$ cat src/rtl/decode_stage_if.sv
// Bundle of fetch, register-file, write-back and execute-side signals
// around the instruction-decode stage. The decode stage uses the slave
// view; whatever surrounds it (the core or a bench) uses the master view.
interface decode_stage_if;
  // fetch -> decode handshake
  logic        if_valid;
  logic [15:0] if_instr;
  logic [15:0] if_pc;
  logic        id_ready;

  // register-file read port
  logic [2:0]  rreg1;
  logic [2:0]  rreg2;
  logic [15:0] rd1;
  logic [15:0] rd2;

  // mirror of the register-file write port, used for bypass
  logic        wb_write;
  logic [2:0]  wb_reg;
  logic [15:0] wb_data;

  // execute-side control
  logic        flush;
  logic        ex_ready;

  // ID/EX pipeline register contents
  logic        ex_valid;
  logic [3:0]  ex_op;
  logic [2:0]  ex_funct;
  logic [15:0] ex_a;
  logic [15:0] ex_b;
  logic [15:0] ex_imm;
  logic [2:0]  ex_wreg;
  logic [15:0] ex_pc;
  logic        ex_regwrite;
  logic        ex_memread;
  logic        ex_memwrite;
  logic        ex_branch;
  logic        ex_illegal;

  // load-use stall statistics
  logic [15:0] stall_count;

  modport slave (
    input  if_valid, if_instr, if_pc,
    input  rd1, rd2,
    input  wb_write, wb_reg, wb_data,
    input  flush, ex_ready,
    output id_ready, rreg1, rreg2,
    output ex_valid, ex_op, ex_funct, ex_a, ex_b, ex_imm, ex_wreg, ex_pc,
    output ex_regwrite, ex_memread, ex_memwrite, ex_branch, ex_illegal,
    output stall_count
  );

  modport master (
    output if_valid, if_instr, if_pc,
    output rd1, rd2,
    output wb_write, wb_reg, wb_data,
    output flush, ex_ready,
    input  id_ready, rreg1, rreg2,
    input  ex_valid, ex_op, ex_funct, ex_a, ex_b, ex_imm, ex_wreg, ex_pc,
    input  ex_regwrite, ex_memread, ex_memwrite, ex_branch, ex_illegal,
    input  stall_count
  );
endinterface

$ cat src/rtl/decode_stage.sv
// Instruction-decode stage of the 16-bit MIPS core. Splits the fetched
// instruction into fields, drives the register-file read addresses,
// captures operands (with write-back bypass) into the ID/EX register and
// interlocks for one cycle on a load-use dependency.
module decode_stage (
  input  logic          clock,
  input  logic          reset,   // synchronous, active-low
  decode_stage_if.slave bus
);

  // Opcodes
  localparam logic [3:0] OP_RTYPE = 4'h0;
  localparam logic [3:0] OP_ADDI  = 4'h1;
  localparam logic [3:0] OP_LW    = 4'h2;
  localparam logic [3:0] OP_SW    = 4'h3;
  localparam logic [3:0] OP_BEQ   = 4'h4;
  localparam logic [3:0] OP_BNE   = 4'h5;
  localparam logic [3:0] OP_J     = 4'h6;
  localparam logic [3:0] OP_NOP   = 4'h7;

  // Everything the ID/EX register carries
  typedef struct packed {
    logic        valid;
    logic [3:0]  op;
    logic [2:0]  funct;
    logic [15:0] a;
    logic [15:0] b;
    logic [15:0] imm;
    logic [2:0]  wreg;
    logic [15:0] pc;
    logic        regwrite;
    logic        memread;
    logic        memwrite;
    logic        branch;
    logic        illegal;
  } idex_t;

  idex_t       idex_q, idex_d;
  idex_t       dec;
  logic [15:0] stall_q, stall_d;

  // instruction fields
  logic [3:0]  op;
  logic [2:0]  rs, rt, rd, funct;
  logic [5:0]  imm6;
  logic [11:0] imm12;

  // which fields the incoming instruction really reads
  logic        use_rs, use_rt;
  logic        hazard, advance;

  assign op    = bus.if_instr[15:12];
  assign rs    = bus.if_instr[11:9];
  assign rt    = bus.if_instr[8:6];
  assign rd    = bus.if_instr[5:3];
  assign funct = bus.if_instr[2:0];
  assign imm6  = bus.if_instr[5:0];
  assign imm12 = bus.if_instr[11:0];

  // Register-file addresses come straight from the raw fields
  assign bus.rreg1 = rs;
  assign bus.rreg2 = rt;

  // Drops the instruction and clears every control bit; data fields are
  // left alone because nothing downstream looks at them without valid.
  function automatic idex_t kill(input idex_t x);
    idex_t r;
    r          = x;
    r.valid    = 1'b0;
    r.regwrite = 1'b0;
    r.memread  = 1'b0;
    r.memwrite = 1'b0;
    r.branch   = 1'b0;
    r.illegal  = 1'b0;
    return r;
  endfunction

  // Decode the instruction at fetch into a candidate ID/EX value
  always_comb begin
    dec        = '0;
    use_rs     = 1'b0;
    use_rt     = 1'b0;
    dec.valid  = 1'b1;
    dec.op     = op;
    dec.funct  = funct;
    dec.pc     = bus.if_pc;
    dec.imm    = {{10{imm6[5]}}, imm6};
    // Write-back bypass: the register file may not have committed yet
    dec.a      = (bus.wb_write && (bus.wb_reg == rs)) ? bus.wb_data : bus.rd1;
    dec.b      = (bus.wb_write && (bus.wb_reg == rt)) ? bus.wb_data : bus.rd2;
    case (op)
      OP_RTYPE: begin
        use_rs       = 1'b1;
        use_rt       = 1'b1;
        dec.wreg     = rd;
        dec.regwrite = 1'b1;
      end
      OP_ADDI: begin
        use_rs       = 1'b1;
        dec.wreg     = rt;
        dec.regwrite = 1'b1;
      end
      OP_LW: begin
        use_rs       = 1'b1;
        dec.wreg     = rt;
        dec.regwrite = 1'b1;
        dec.memread  = 1'b1;
      end
      OP_SW: begin
        use_rs       = 1'b1;
        use_rt       = 1'b1;
        dec.memwrite = 1'b1;
      end
      OP_BEQ, OP_BNE: begin
        use_rs       = 1'b1;
        use_rt       = 1'b1;
        dec.branch   = 1'b1;
      end
      OP_J: begin
        dec.imm      = {4'h0, imm12};
        dec.branch   = 1'b1;
      end
      OP_NOP: begin
      end
      default: begin
        dec.illegal  = 1'b1;
      end
    endcase
  end

  // A load still in ID/EX whose target is read by the incoming instruction
  always_comb begin
    hazard = bus.if_valid && idex_q.valid && idex_q.memread &&
             ((use_rs && (idex_q.wreg == rs)) || (use_rt && (idex_q.wreg == rt)));
  end

  assign advance      = bus.ex_ready || !idex_q.valid;
  assign bus.id_ready = bus.flush || (!hazard && advance);

  // Next ID/EX value and stall counter, in priority order below reset
  always_comb begin
    idex_d  = idex_q;
    stall_d = stall_q;
    if (bus.flush) begin
      idex_d = kill(idex_q);
    end else if (advance) begin
      if (hazard || !bus.if_valid) begin
        idex_d = kill(idex_q);
      end else begin
        idex_d = dec;
      end
    end
    if (hazard && !bus.flush && (stall_q != 16'hFFFF)) begin
      stall_d = stall_q + 16'd1;
    end
  end

  // ID/EX register and stall counter, cleared by reset
  always_ff @(posedge clock) begin
    if (!reset) begin
      idex_q  <= '0;
      stall_q <= '0;
    end else begin
      idex_q  <= idex_d;
      stall_q <= stall_d;
    end
  end

  assign bus.ex_valid    = idex_q.valid;
  assign bus.ex_op       = idex_q.op;
  assign bus.ex_funct    = idex_q.funct;
  assign bus.ex_a        = idex_q.a;
  assign bus.ex_b        = idex_q.b;
  assign bus.ex_imm      = idex_q.imm;
  assign bus.ex_wreg     = idex_q.wreg;
  assign bus.ex_pc       = idex_q.pc;
  assign bus.ex_regwrite = idex_q.regwrite;
  assign bus.ex_memread  = idex_q.memread;
  assign bus.ex_memwrite = idex_q.memwrite;
  assign bus.ex_branch   = idex_q.branch;
  assign bus.ex_illegal  = idex_q.illegal;
  assign bus.stall_count = stall_q;

endmodule
$ cat src/flat_wrapper.sv
// flat-port wrapper written by rule: the top's interface ports become plain ports
module decode_stage_flat 
  (clock, reset, bus_if_valid, bus_if_instr, bus_if_pc, bus_rd1, bus_rd2, bus_wb_write, bus_wb_reg, bus_wb_data, bus_flush, bus_ex_ready, bus_id_ready, bus_rreg1, bus_rreg2, bus_ex_valid, bus_ex_op, bus_ex_funct, bus_ex_a, bus_ex_b, bus_ex_imm, bus_ex_wreg, bus_ex_pc, bus_ex_regwrite, bus_ex_memread, bus_ex_memwrite, bus_ex_branch, bus_ex_illegal, bus_stall_count);
  decode_stage_if bus_i ();
  input  logic clock;
  input  logic reset;
  input wire logic [$bits(bus_i.if_valid)-1:0] bus_if_valid;
  input wire logic [$bits(bus_i.if_instr)-1:0] bus_if_instr;
  input wire logic [$bits(bus_i.if_pc)-1:0] bus_if_pc;
  input wire logic [$bits(bus_i.rd1)-1:0] bus_rd1;
  input wire logic [$bits(bus_i.rd2)-1:0] bus_rd2;
  input wire logic [$bits(bus_i.wb_write)-1:0] bus_wb_write;
  input wire logic [$bits(bus_i.wb_reg)-1:0] bus_wb_reg;
  input wire logic [$bits(bus_i.wb_data)-1:0] bus_wb_data;
  input wire logic [$bits(bus_i.flush)-1:0] bus_flush;
  input wire logic [$bits(bus_i.ex_ready)-1:0] bus_ex_ready;
  output wire logic [$bits(bus_i.id_ready)-1:0] bus_id_ready;
  output wire logic [$bits(bus_i.rreg1)-1:0] bus_rreg1;
  output wire logic [$bits(bus_i.rreg2)-1:0] bus_rreg2;
  output wire logic [$bits(bus_i.ex_valid)-1:0] bus_ex_valid;
  output wire logic [$bits(bus_i.ex_op)-1:0] bus_ex_op;
  output wire logic [$bits(bus_i.ex_funct)-1:0] bus_ex_funct;
  output wire logic [$bits(bus_i.ex_a)-1:0] bus_ex_a;
  output wire logic [$bits(bus_i.ex_b)-1:0] bus_ex_b;
  output wire logic [$bits(bus_i.ex_imm)-1:0] bus_ex_imm;
  output wire logic [$bits(bus_i.ex_wreg)-1:0] bus_ex_wreg;
  output wire logic [$bits(bus_i.ex_pc)-1:0] bus_ex_pc;
  output wire logic [$bits(bus_i.ex_regwrite)-1:0] bus_ex_regwrite;
  output wire logic [$bits(bus_i.ex_memread)-1:0] bus_ex_memread;
  output wire logic [$bits(bus_i.ex_memwrite)-1:0] bus_ex_memwrite;
  output wire logic [$bits(bus_i.ex_branch)-1:0] bus_ex_branch;
  output wire logic [$bits(bus_i.ex_illegal)-1:0] bus_ex_illegal;
  output wire logic [$bits(bus_i.stall_count)-1:0] bus_stall_count;
  assign bus_i.if_valid = bus_if_valid;
  assign bus_i.if_instr = bus_if_instr;
  assign bus_i.if_pc = bus_if_pc;
  assign bus_i.rd1 = bus_rd1;
  assign bus_i.rd2 = bus_rd2;
  assign bus_i.wb_write = bus_wb_write;
  assign bus_i.wb_reg = bus_wb_reg;
  assign bus_i.wb_data = bus_wb_data;
  assign bus_i.flush = bus_flush;
  assign bus_i.ex_ready = bus_ex_ready;
  assign bus_id_ready = bus_i.id_ready;
  assign bus_rreg1 = bus_i.rreg1;
  assign bus_rreg2 = bus_i.rreg2;
  assign bus_ex_valid = bus_i.ex_valid;
  assign bus_ex_op = bus_i.ex_op;
  assign bus_ex_funct = bus_i.ex_funct;
  assign bus_ex_a = bus_i.ex_a;
  assign bus_ex_b = bus_i.ex_b;
  assign bus_ex_imm = bus_i.ex_imm;
  assign bus_ex_wreg = bus_i.ex_wreg;
  assign bus_ex_pc = bus_i.ex_pc;
  assign bus_ex_regwrite = bus_i.ex_regwrite;
  assign bus_ex_memread = bus_i.ex_memread;
  assign bus_ex_memwrite = bus_i.ex_memwrite;
  assign bus_ex_branch = bus_i.ex_branch;
  assign bus_ex_illegal = bus_i.ex_illegal;
  assign bus_stall_count = bus_i.stall_count;
  decode_stage u_core (.clock(clock), .reset(reset), .bus(bus_i));
endmodule
$ cat config.mk
export PLATFORM = sky130hd
export DESIGN_NAME = decode_stage_flat
export DESIGN_NICKNAME = d
export VERILOG_FILES = /design/src/rtl/decode_stage_if.sv /design/src/rtl/decode_stage.sv /design/src/flat_wrapper.sv
export SDC_FILE = /design/constraint.sdc
export NUM_CORES = 1
export LEC_CHECK = 0
export CORE_UTILIZATION = 38
export DETAILED_ROUTE_END_ITERATION = 16
export PLACE_DENSITY = 0.77
export SLEW_MARGIN = 40
export SYNTH_ARGS = -nofsm -noshare
export SYNTH_HDL_FRONTEND = slang
export SYNTH_SLANG_ARGS = --single-unit
$ cat constraint.sdc
create_clock -name clock -period 1.85 [get_ports clock]
set_input_delay 0.37 -clock clock [delete_from_list [all_inputs] [get_ports clock]]
set_output_delay 0.37 -clock clock [all_outputs]
set_load 0.005 [all_outputs]
==> impl_metrics.yaml <==
status:
  outcome: "finished, violations left"
  violations: "negative setup slack"
global_routing:
  grt_pass1_vias: 4195
  grt_use_total_pct: 22.4
  grt_overflow: 0
  grt_max_degree: 62
  grt_pass1_wl_um: 20000
  antenna_found_initial: 1
floorplan:
  die_w_um: 107
  row_count: 38
  die_h_um: 107
  coreArea_mm2: 0.0108
  die_area_mm2: 0.0115
  start_util_pct: 38.9
  ios: 192
power_and_ir_drop:
  clkPwrFrac_pct: 28.3
  finalPower_w: 0.00429
  seqPwrFrac_pct: 48.5
  switching_share_pct: 27.2
  power_density_mw_per_mm2: 579
  p_int_w: 0.00312
  power_leakage_nw: 3.32
  worst_ir_drop_vdd_uv: 483
  combPwrFrac_pct: 23.2
  p_switching_w: 0.00117
clock_tree:
  numCtsBuffers: 9
  path_clk_slew_ns: 0.09
  cts_buffer_depth: 2
  clk-insertion-delay-late_ns: 0.38
  root_buffer: "clkbuf_8"
  cts_tree: "yes"
  cts_hold_buffers: 0
  htreeDepth: 3
  clkSinkCount: 90
setup_path:
  crit_path_end_kind: "output pin"
  critPathKind: "reg -> out"
  start_kind: "flop"
  path_cells: "xor2_2 -> o41ai_4 -> a21oi_2 -> or2_4 -> buf_6"
  worstPathArrival_ns: 1.74
  required_ns: 1.48
  path_max_fanout: 2
  cpPeakStageDelay_ns: 0.38
  r2r_cells: 11
  crit_path_top_delay_cell: "o41ai_4"
routing:
  drtPass1Iterations: 4
  viasPerCell: 5.27
  drt_iter0_markers: 159
  avgRoutedWirePerCell_um: 16.4
  drcViolationCount: 0
  wl_um: 13800
  vias: 4426
  detail-route-antenna-nets: 0
timing:
  skew_ns: 0.0107
  fin_tns_setup_ns: -8.73
  finalSetupViolations: 73
  grt_setup_unrepaired: "yes"
  finalCritPeriodShare_pct: 114
  worstMarginPinSlew_ns: 0.522
  period_needed_ns: 2.11
  max_slew_margin_pct: 65.2
  setup_ws_ns: -0.259
  final-hold-violation-count: 0
  max_freq_ghz: 0.474
  finalMaxSlewViolations: 0
yosys:
  yosysWarnings: 0
  netlist_area_mm2: 0.00420
  synth.avg_cell_area_um2: 8.95
  synth_edf_count: 0
  seq_area_frac_synth_pct: 42.9
  async_flop_share_pct: 0
  synthCells: 469
  synth_flop_cell: "dfxtp_1"
  ys_ff_latch: 90
  synthesis.nets: 559
  synth.distinct_cells: 45
final_layout:
  final_cells: 840
  final_nets: 785
  n_antenna_cell: 0
  fin_util_pct: 68.6
  synthToLayoutAreaGrowth_pct: 76.3
  finalInstanceArea_mm2: 0.00740
  drive_gt1_share_pct: 20.6
placed_design:
  portBuffers: 191
  dp_cells: 803
  gp_congestion: 0.813
  dp_hpwl_um: 9250
  dpl_cell_area_mm2: 0.00652
job:
  cap_violations: 0
worst_hold_path:
  hp-class: "in -> reg"
  min_path_cells: 2
==> final timing paths <==
path | from | slack, ns | to
worst min-delay path | reset | 0.31 | u_core.bus.stall_count[11]
worst min register to register | u_core.bus.ex_pc[0] | 0.46 | u_core.bus.ex_pc[0]
worst max register to register | u_core.bus.ex_wreg[0] | -0.17 | u_core.bus.ex_pc[6]
worst max-delay path | u_core.bus.ex_wreg[1] | -0.26 | bus_id_ready
==> cells in the final DEF, fill, tap and decap left out, types with 3 or more instances in the layout <==
| cell | count |
|---|---|
| o21ai_2 | 5 |
| clkbuf_16 | 7 |
| clkbuf_8 | 9 |
| a311oi_2 | 5 |
| clkdlybuf4s50_1 | 179 |
| buf_12 | 9 |
| mux2i_1 | 34 |
| o31ai_1 | 3 |
| xor2_2 | 3 |
| o21ai_1 | 3 |
| buf_6 | 11 |
| nand2_1 | 71 |
| nand3_1 | 49 |
| nand2b_1 | 7 |
| nand3_4 | 5 |
| o31ai_2 | 3 |
| inv_1 | 4 |
| or3_1 | 5 |
| nor2b_1 | 3 |
| o21ai_0 | 4 |
| nor2_1 | 12 |
| dlygate4sd2_1 | 8 |
| nand3_2 | 11 |
| and3_1 | 4 |
| nor3b_2 | 4 |
| xnor2_1 | 11 |
| clkinvlp_4 | 3 |
| a22oi_1 | 3 |
| nand4_1 | 5 |
| a21boi_1 | 7 |
| buf_4 | 38 |
| and2_1 | 4 |
| o211a_1 | 32 |
| dfxtp_1 | 87 |
==> layout make-up <==
| class | count | area, um^2 |
|---|---|---|
| inverter | 4 | 15.0 |
| fill | 815 | 3390 |
| clock inverter | 6 | 41.3 |
| multi-input combinational | 332 | 2500 |
| timing repair buffer | 258 | 2730 |
| tap | 140 | 175 |
| clock buffer | 10 | 128 |
| sequential | 90 | 1810 |
==> power by group through the flow <==
stage	clock (W)	combinational, W	sequential, W
2_1_floorplan	0	0.000313	0.00212
3_3_place_gp	0	0.000823	0.00212
3_5_place_dp	0	0.000840	0.00212
4_1_cts	0.00125	0.000872	0.00208
5_1_grt	0.00134	0.00106	0.00209
6_report	0.00122	0.000995	0.00208
==> flip-flops by register name (all words and copies together) (netlist names) <==
name                    flops
u_core.bus.ex_b            16
u_core.bus.ex_memwrite      1
u_core.bus.ex_op            4
u_core.bus.stall_count     16
u_core.bus.ex_valid         1
u_core.bus.ex_wreg          3
u_core.bus.ex_branch        1
u_core.bus.ex_regwrite      1
u_core.bus.ex_imm          13
u_core.bus.ex_memread       1
u_core.bus.ex_a            16
u_core.bus.ex_illegal       1
u_core.bus.ex_pc           16
==> worst max-delay path: cells and delay by family (launching register included) <==
family | cells | cell delay, ns
compound gates | 2 | 0.47
flops | 1 | 0.37
simple gates | 1 | 0.23
xor+xnor | 1 | 0.18
buf+inv | 1 | 0.11
==> routing by layer <==
metal / global-route usage (%) / vias to the layer above / share of wire [%]
li1: - / 2124 / -
met1: 25.5 / 2111 / 39
met2: 37.2 / 175 / 51
met3: 8.45 / 14 / 8.4
met4: 9.69 / 2 / 1.3
met5: 0 / - / 0.094
==> synth_stat cells (all sizes together) (2+ instances only) <==
master / n / area, um^2
a21boi: 7 / 52.6
a21oi: 4 / 23.8
a22oi: 3 / 22.5
a311oi: 6 / 52.6
a32o: 2 / 20.0
and2: 4 / 25.0
and3: 4 / 25.0
buf: 19 / 130
clkbuf: 25 / 93.8
dfxtp: 90 / 1800
inv: 4 / 15.0
mux2i: 34 / 340
nand2: 73 / 274
nand2b: 8 / 50.1
nand3: 64 / 330
nand3b: 2 / 15.0
nand4: 5 / 31.3
nor2: 14 / 52.6
nor2b: 3 / 18.8
nor3: 3 / 15.0
nor3b: 6 / 45.0
o211a: 32 / 320
o21ai: 12 / 60.1
o31ai: 7 / 52.6
o41ai: 2 / 36.3
or2: 2 / 12.5
or3: 5 / 31.3
xnor2: 14 / 123
xor2: 4 / 35.0
==> cell families after synthesis <==
kind of cell,Yosys count,share of synthesized area (%)
flops,90,42.9
mux,34,8.10
compound gates,81,16.4
xor+xnor,18,3.75
simple gates,197,22.8
buf+inv,48,5.69
fa+ha+maj,1,0.298
==> metrics by stage <==
step           setup WS, ns  hold WS, ns
2_1_floorplan       -0.0571        0.446
3_3_place_gp         -0.745        0.436
3_5_place_dp         -0.743        0.441
4_1_cts              -0.273        0.289
5_1_grt              -0.364        0.299
6_report             -0.259        0.312
==> what timing repair did <==
item / in CTS / in global routing
resized for setup: 32 / 75
cloned: 2 / 10
pin swaps: 8 / 55
setup buffers: 2 / 10
setup endpoints to repair: 87 / 80
(Power assumes the default switching activity.)
